===== src/rtl/pipe_ctrl.sv =====
// Pipeline controller: boot/run/memory-wait/error FSM, stage enables, bubble clears and valid tracking.
// Define PIPE_CTRL_PERF_EN to add saturating cycle/stall/flush performance counters.
module pipe_ctrl #(
  parameter int MEM_TIMEOUT = 15
) (
  input  logic       CLK,
  input  logic       RST_n,
  input  logic       HDU_STALL,
  input  logic       PIPE_FLUSH,
  input  logic       MEM_REQ,
  input  logic       MEM_ACK,
  output logic       PC_EN,
  output logic       IF_ID_EN,
  output logic       ID_EX_EN,
  output logic       EX_MEM_EN,
  output logic       MEM_WB_EN,
  output logic       IF_ID_CLR,
  output logic       ID_EX_CLR,
  output logic [3:0] VALID,
  output logic [1:0] STATE,
  output logic       MEM_ERR
`ifdef PIPE_CTRL_PERF_EN
  ,
  output logic [31:0] CYC_CNT,
  output logic [15:0] STALL_CNT,
  output logic [15:0] FLUSH_CNT
`endif
);

  typedef enum logic [1:0] {
    BOOT  = 2'b00,
    RUN   = 2'b01,
    MWAIT = 2'b10,
    ERR   = 2'b11
  } state_t;

  localparam logic [3:0] TIMEOUT_LIMIT = 4'(MEM_TIMEOUT);

  state_t     state_reg;
  logic [3:0] wait_cnt_reg;
  logic [3:0] wait_cnt_next;
  logic [3:0] valid_reg;
  logic       mem_err_reg;
  logic       active;
  logic       mem_wait;

  assign active   = RST_n && ((state_reg == RUN) || (state_reg == MWAIT));
  assign mem_wait = ((state_reg == RUN) && MEM_REQ && !MEM_ACK) ||
                    ((state_reg == MWAIT) && !MEM_ACK);
  assign wait_cnt_next = (wait_cnt_reg == 4'hF) ? 4'hF : wait_cnt_reg + 4'd1;

  // Priority: memory wait freezes everything, then flush, then load-use stall.
  always_comb begin
    PC_EN     = 1'b0;
    IF_ID_EN  = 1'b0;
    ID_EX_EN  = 1'b0;
    EX_MEM_EN = 1'b0;
    MEM_WB_EN = 1'b0;
    IF_ID_CLR = 1'b0;
    ID_EX_CLR = 1'b0;
    if (active && !mem_wait) begin
      ID_EX_EN  = 1'b1;
      EX_MEM_EN = 1'b1;
      MEM_WB_EN = 1'b1;
      if (PIPE_FLUSH) begin
        PC_EN     = 1'b1;
        IF_ID_EN  = 1'b1;
        IF_ID_CLR = 1'b1;
        ID_EX_CLR = 1'b1;
      end else if (HDU_STALL) begin
        ID_EX_CLR = 1'b1;
      end else begin
        PC_EN    = 1'b1;
        IF_ID_EN = 1'b1;
      end
    end
  end

  always_ff @(posedge CLK) begin
    if (!RST_n) begin
      state_reg    <= BOOT;
      wait_cnt_reg <= 4'd0;
      valid_reg    <= 4'd0;
      mem_err_reg  <= 1'b0;
    end else begin
      case (state_reg)
        BOOT: state_reg <= RUN;
        RUN: begin
          if (MEM_REQ && !MEM_ACK) begin
            state_reg    <= MWAIT;
            wait_cnt_reg <= 4'd0;
          end
        end
        MWAIT: begin
          if (MEM_ACK) begin
            state_reg <= RUN;
          end else begin
            wait_cnt_reg <= wait_cnt_next;
            if (wait_cnt_next >= TIMEOUT_LIMIT) begin
              state_reg   <= ERR;
              mem_err_reg <= 1'b1;
            end
          end
        end
        default: state_reg <= ERR;
      endcase
      if (MEM_WB_EN) valid_reg[3] <= valid_reg[2];
      if (EX_MEM_EN) valid_reg[2] <= valid_reg[1];
      if (ID_EX_EN)  valid_reg[1] <= ID_EX_CLR ? 1'b0 : valid_reg[0];
      if (IF_ID_EN)  valid_reg[0] <= !IF_ID_CLR;
    end
  end

  assign VALID   = valid_reg;
  assign STATE   = state_reg;
  assign MEM_ERR = mem_err_reg;

`ifdef PIPE_CTRL_PERF_EN
  logic [31:0] cyc_cnt_reg;
  logic [15:0] stall_cnt_reg;
  logic [15:0] flush_cnt_reg;

  always_ff @(posedge CLK) begin
    if (!RST_n) begin
      cyc_cnt_reg   <= 32'd0;
      stall_cnt_reg <= 16'd0;
      flush_cnt_reg <= 16'd0;
    end else if (active) begin
      if (cyc_cnt_reg != 32'hFFFF_FFFF) cyc_cnt_reg <= cyc_cnt_reg + 32'd1;
      if ((mem_wait || (!PIPE_FLUSH && HDU_STALL)) && (stall_cnt_reg != 16'hFFFF))
        stall_cnt_reg <= stall_cnt_reg + 16'd1;
      if (!mem_wait && PIPE_FLUSH && (flush_cnt_reg != 16'hFFFF))
        flush_cnt_reg <= flush_cnt_reg + 16'd1;
    end
  end

  assign CYC_CNT   = cyc_cnt_reg;
  assign STALL_CNT = stall_cnt_reg;
  assign FLUSH_CNT = flush_cnt_reg;
`endif

endmodule


===== config.mk =====
export PLATFORM = sky130hd
export DESIGN_NAME = pipe_ctrl
export DESIGN_NICKNAME = d
export VERILOG_FILES = /design/src/rtl/pipe_ctrl.sv
export SDC_FILE = /design/constraint.sdc
export NUM_CORES = 1
export LEC_CHECK = 0
export CAP_MARGIN = 40
export CORE_AREA = 2 2 39 41
export CTS_BUF_LIST = sky130_fd_sc_hd__clkbuf_8
export CTS_CLUSTER_SIZE = 8
export DETAILED_ROUTE_END_ITERATION = 10
export DIE_AREA = 0 0 41 43
export GPL_TIMING_DRIVEN = 0
export PLACE_DENSITY = 0.94
export REMOVE_ABC_BUFFERS = 1
export SYNTH_ARGS = -nofsm -noshare
export SYNTH_HDL_FRONTEND = slang
export SYNTH_SLANG_ARGS = --single-unit

===== constraint.sdc =====
create_clock -name CLK -period 5.5 [get_ports CLK]
set_clock_uncertainty 0.1 [all_clocks]
set_input_delay 1.375 -clock CLK [delete_from_list [all_inputs] [get_ports CLK]]
set_output_delay 1.375 -clock CLK [all_outputs]
set_load 0.02 [all_outputs]

==> flow_metrics.py <==
metrics = {
    "timing": {
        "period_share": 0.888,
        "rsz0062_at_grt": "false",
        "setup_viol": 0,
        "worst_pin_slew_ns": 0.314,
        "holdWs_ns": 0.373,
        "layout_min_cycle_time_ns": 4.88,
        "tns_ns": 0,
        "slew_viol_final": 0,
        "hold_viol_final": 0,
        "timing.fmax_mhz": 205,
        "maxSlewHeadroom": 0.790,
    },
    "cells_and_area": {
        "area_growth_pct": 34.8,
        "stdcell_count": 114,
        "antenna_cells": 0,
        "fill_cells": 107,
        "final_cell_mix": "clkdlybuf4s50_1 (19), dfxtp_1 (11), inv_1 (9)",
        "final_common_cell": "clkdlybuf4s50_1",
        "drive_gt1_frac": 0.0918,
        "fin_nets": 109,
    },
    "critical_path": {
        "crit_fanout": 9,
        "start_kind": "primary input",
        "end_kind": "output port",
        "worstPathRequired_ns": 4.03,
        "critical_path_class": "primary input to output port",
        "worstPathArrival_ns": 3.41,
    },
    "grt": {
        "antenna_found_initial": 0,
        "grt_usage": 0.229,
        "grt_pass1_vias": 653,
        "grt_pass1_wl_mm": 2.77,
        "grt_max_degree": 10,
        "grt_overflow_total": 0,
    },
    "logic_synthesis": {
        "synthSimpleGateAreaFrac": 0.197,
        "synthTopCellsByArea": "dfxtp_1 (34%), ha_1 (7.7%), a21oi_1 (5.4%), buf_4 (4.6%), inv_1 (4.6%)",
        "synth_area_sq_um": 647,
        "syn_inst": 79,
        "yosysWarnings": 0,
        "yosysSeqAreaShare": 0.340,
        "synth_area_per_cell_sq_um": 8.19,
        "muxShareOfSynthArea": 0.0174,
        "synthXorXnorAreaFrac": 0,
        "yosysTopAreaCell": "dfxtp_1",
        "ys_types": 27,
        "synth_top_family_by_area": "compound AO/OA/AOI/OAI gates",
        "synth_top_area_frac": 0.340,
        "ys_ff_latch": 11,
        "synth_fa_ha_area_frac": 0.0774,
        "synth-compound-area-share": 0.275,
    },
    "clocking": {
        "cts-root-buf": "clkbuf_8",
        "clk_latency_ns": 0.24,
        "cts_sinks": 11,
        "h-tree-depth": 1,
        "hold_buffers": 0,
        "cts_resized": 0,
        "post_cts_buffers": 0,
        "cts_tree": "built",
        "clk_pin_slew_ns": 0.05,
        "cts_max_path_buffers": 2,
        "cts_buffers": 3,
    },
    "outcome": {
        "run_status": "completed",
    },
    "routing": {
        "initialDrtViolationCount": 10,
        "antenna_left": 0,
        "wl_per_cell_um": 13.4,
        "drt-vias-per-instance": 5.46,
        "drt_first_pass_iters": 4,
        "drt-total-wl_mm": 1.53,
        "num_vias": 623,
        "drc": 0,
    },
    "pwr": {
        "powerDensity_mw_per_mm2": 374,
        "combPwrFrac": 0.465,
        "leakagePower_nw": 0.356,
        "power_frac_seq": 0.295,
        "p_sw_uw": 124,
        "peakVddDrop_mv": 0.233,
        "switching_share": 0.379,
        "cell_internal_pwr_uw": 203,
        "clock_power_share": 0.240,
    },
    "job": {
        "maxCapViolCount": 0,
    },
    "placement": {
        "dp_hpwl_mm": 1.06,
        "port-buffer-count": 19,
        "post-place-cells": 110,
        "gp_congestion": 0.750,
    },
    "die": {
        "die_area_sq_mm": 0.00176,
        "io_pins": 20,
        "rows": 14,
        "die_w_um": 41,
        "die_h_um": 43,
        "start_util": 0.467,
        "coreArea_sq_mm": 0.00138,
    },
    "worst_hold_path": {
        "hold_class": "flop to flop",
    },
}
## per-layer routing
layer  track usage  part of all wire  vias to the layer above
met5             0                 0                        -
met4         0.187             0.033                        0
met3        0.0524             0.057                        8
met2         0.325              0.48                       19
met1         0.276              0.43                      289
li1              -                 -                      307
## cell families after synthesis
| family | count (synthesis) |
|---|---|
| compound gates | 25 |
| fa+ha+maj | 4 |
| buf+inv | 12 |
| flops | 11 |
| mux | 1 |
| simple gates | 26 |
## critical path, stage by stage
cell,delay [ns]
clkdlybuf4s50_1,0.49
a21o_1,0.26
a21oi_4,0.29
nand2_1,0.16
a21oi_1,0.20
clkdlybuf4s50_1,0.63
## cell usage after synthesis
cell,count
a211oi_2,1
a21boi_0,1
a21oi_2,2
buf_4,4
dfxtp_1,11
o21ai_0,4
a41oi_1,1
a21oi_1,7
o21ai_1,1
nor2_1,6
inv_1,8
a21oi_4,1
a22oi_1,1
nand4_1,2
ha_1,4
a21o_1,1
nor2b_1,3
nand3_1,2
o21a_1,3
a211o_2,1
o31ai_1,1
and3_1,1
nand2b_1,3
mux2_2,1
and2_1,1
nor3_1,2
nand2_1,6
## through the flow
| stage | worst slack [ns] | power (mW) | util | cell area, sq um |
|---|---|---|---|---|
| after floorplan | 1.46 | 0.188 | - | 617 |
| after global placement | 0.742 | 0.241 | 0.598 | 827 |
| after detailed placement | 0.713 | 0.244 | 0.598 | 827 |
| after CTS | 0.630 | 0.327 | 0.630 | 872 |
| after global routing | 0.519 | 0.345 | 0.630 | 872 |
| final | 0.617 | 0.327 | 0.630 | 872 |
## layout make-up
class	count	area (sq um)	area share
clock buffer	3	41.3	0.0473
clock inverter	1	3.75	0.00430
inverter	8	30.0	0.0344
multi-input combinational	56	367	0.420
sequential	11	220	0.253
tap	16	20.0	0.0230
timing repair buffer	19	190	0.218
## path summary, 6_finish.rpt
path / from / to / slack, ns / cells after the start
worst max-delay path: MEM_REQ / IF_ID_EN / 0.62 / 6
worst min register to register: MEM_ERR / MEM_ERR / 0.37 / 1
worst max register to register: STATE[1] / VALID[0] / 3.78 / 6
worst min-delay path: MEM_ERR / MEM_ERR / 0.37 / 1
## power by group through the flow
stage	Clock [mW]	Combinational (mW)	Sequential, mW
after global placement	0	0.144	0.0972
after global routing	0.0838	0.163	0.0977
after CTS	0.0785	0.152	0.0964
after detailed placement	0	0.146	0.0978
final	0.0784	0.152	0.0963
after floorplan	0	0.0836	0.104
Note: power is estimated with default switching activity, not from simulation.
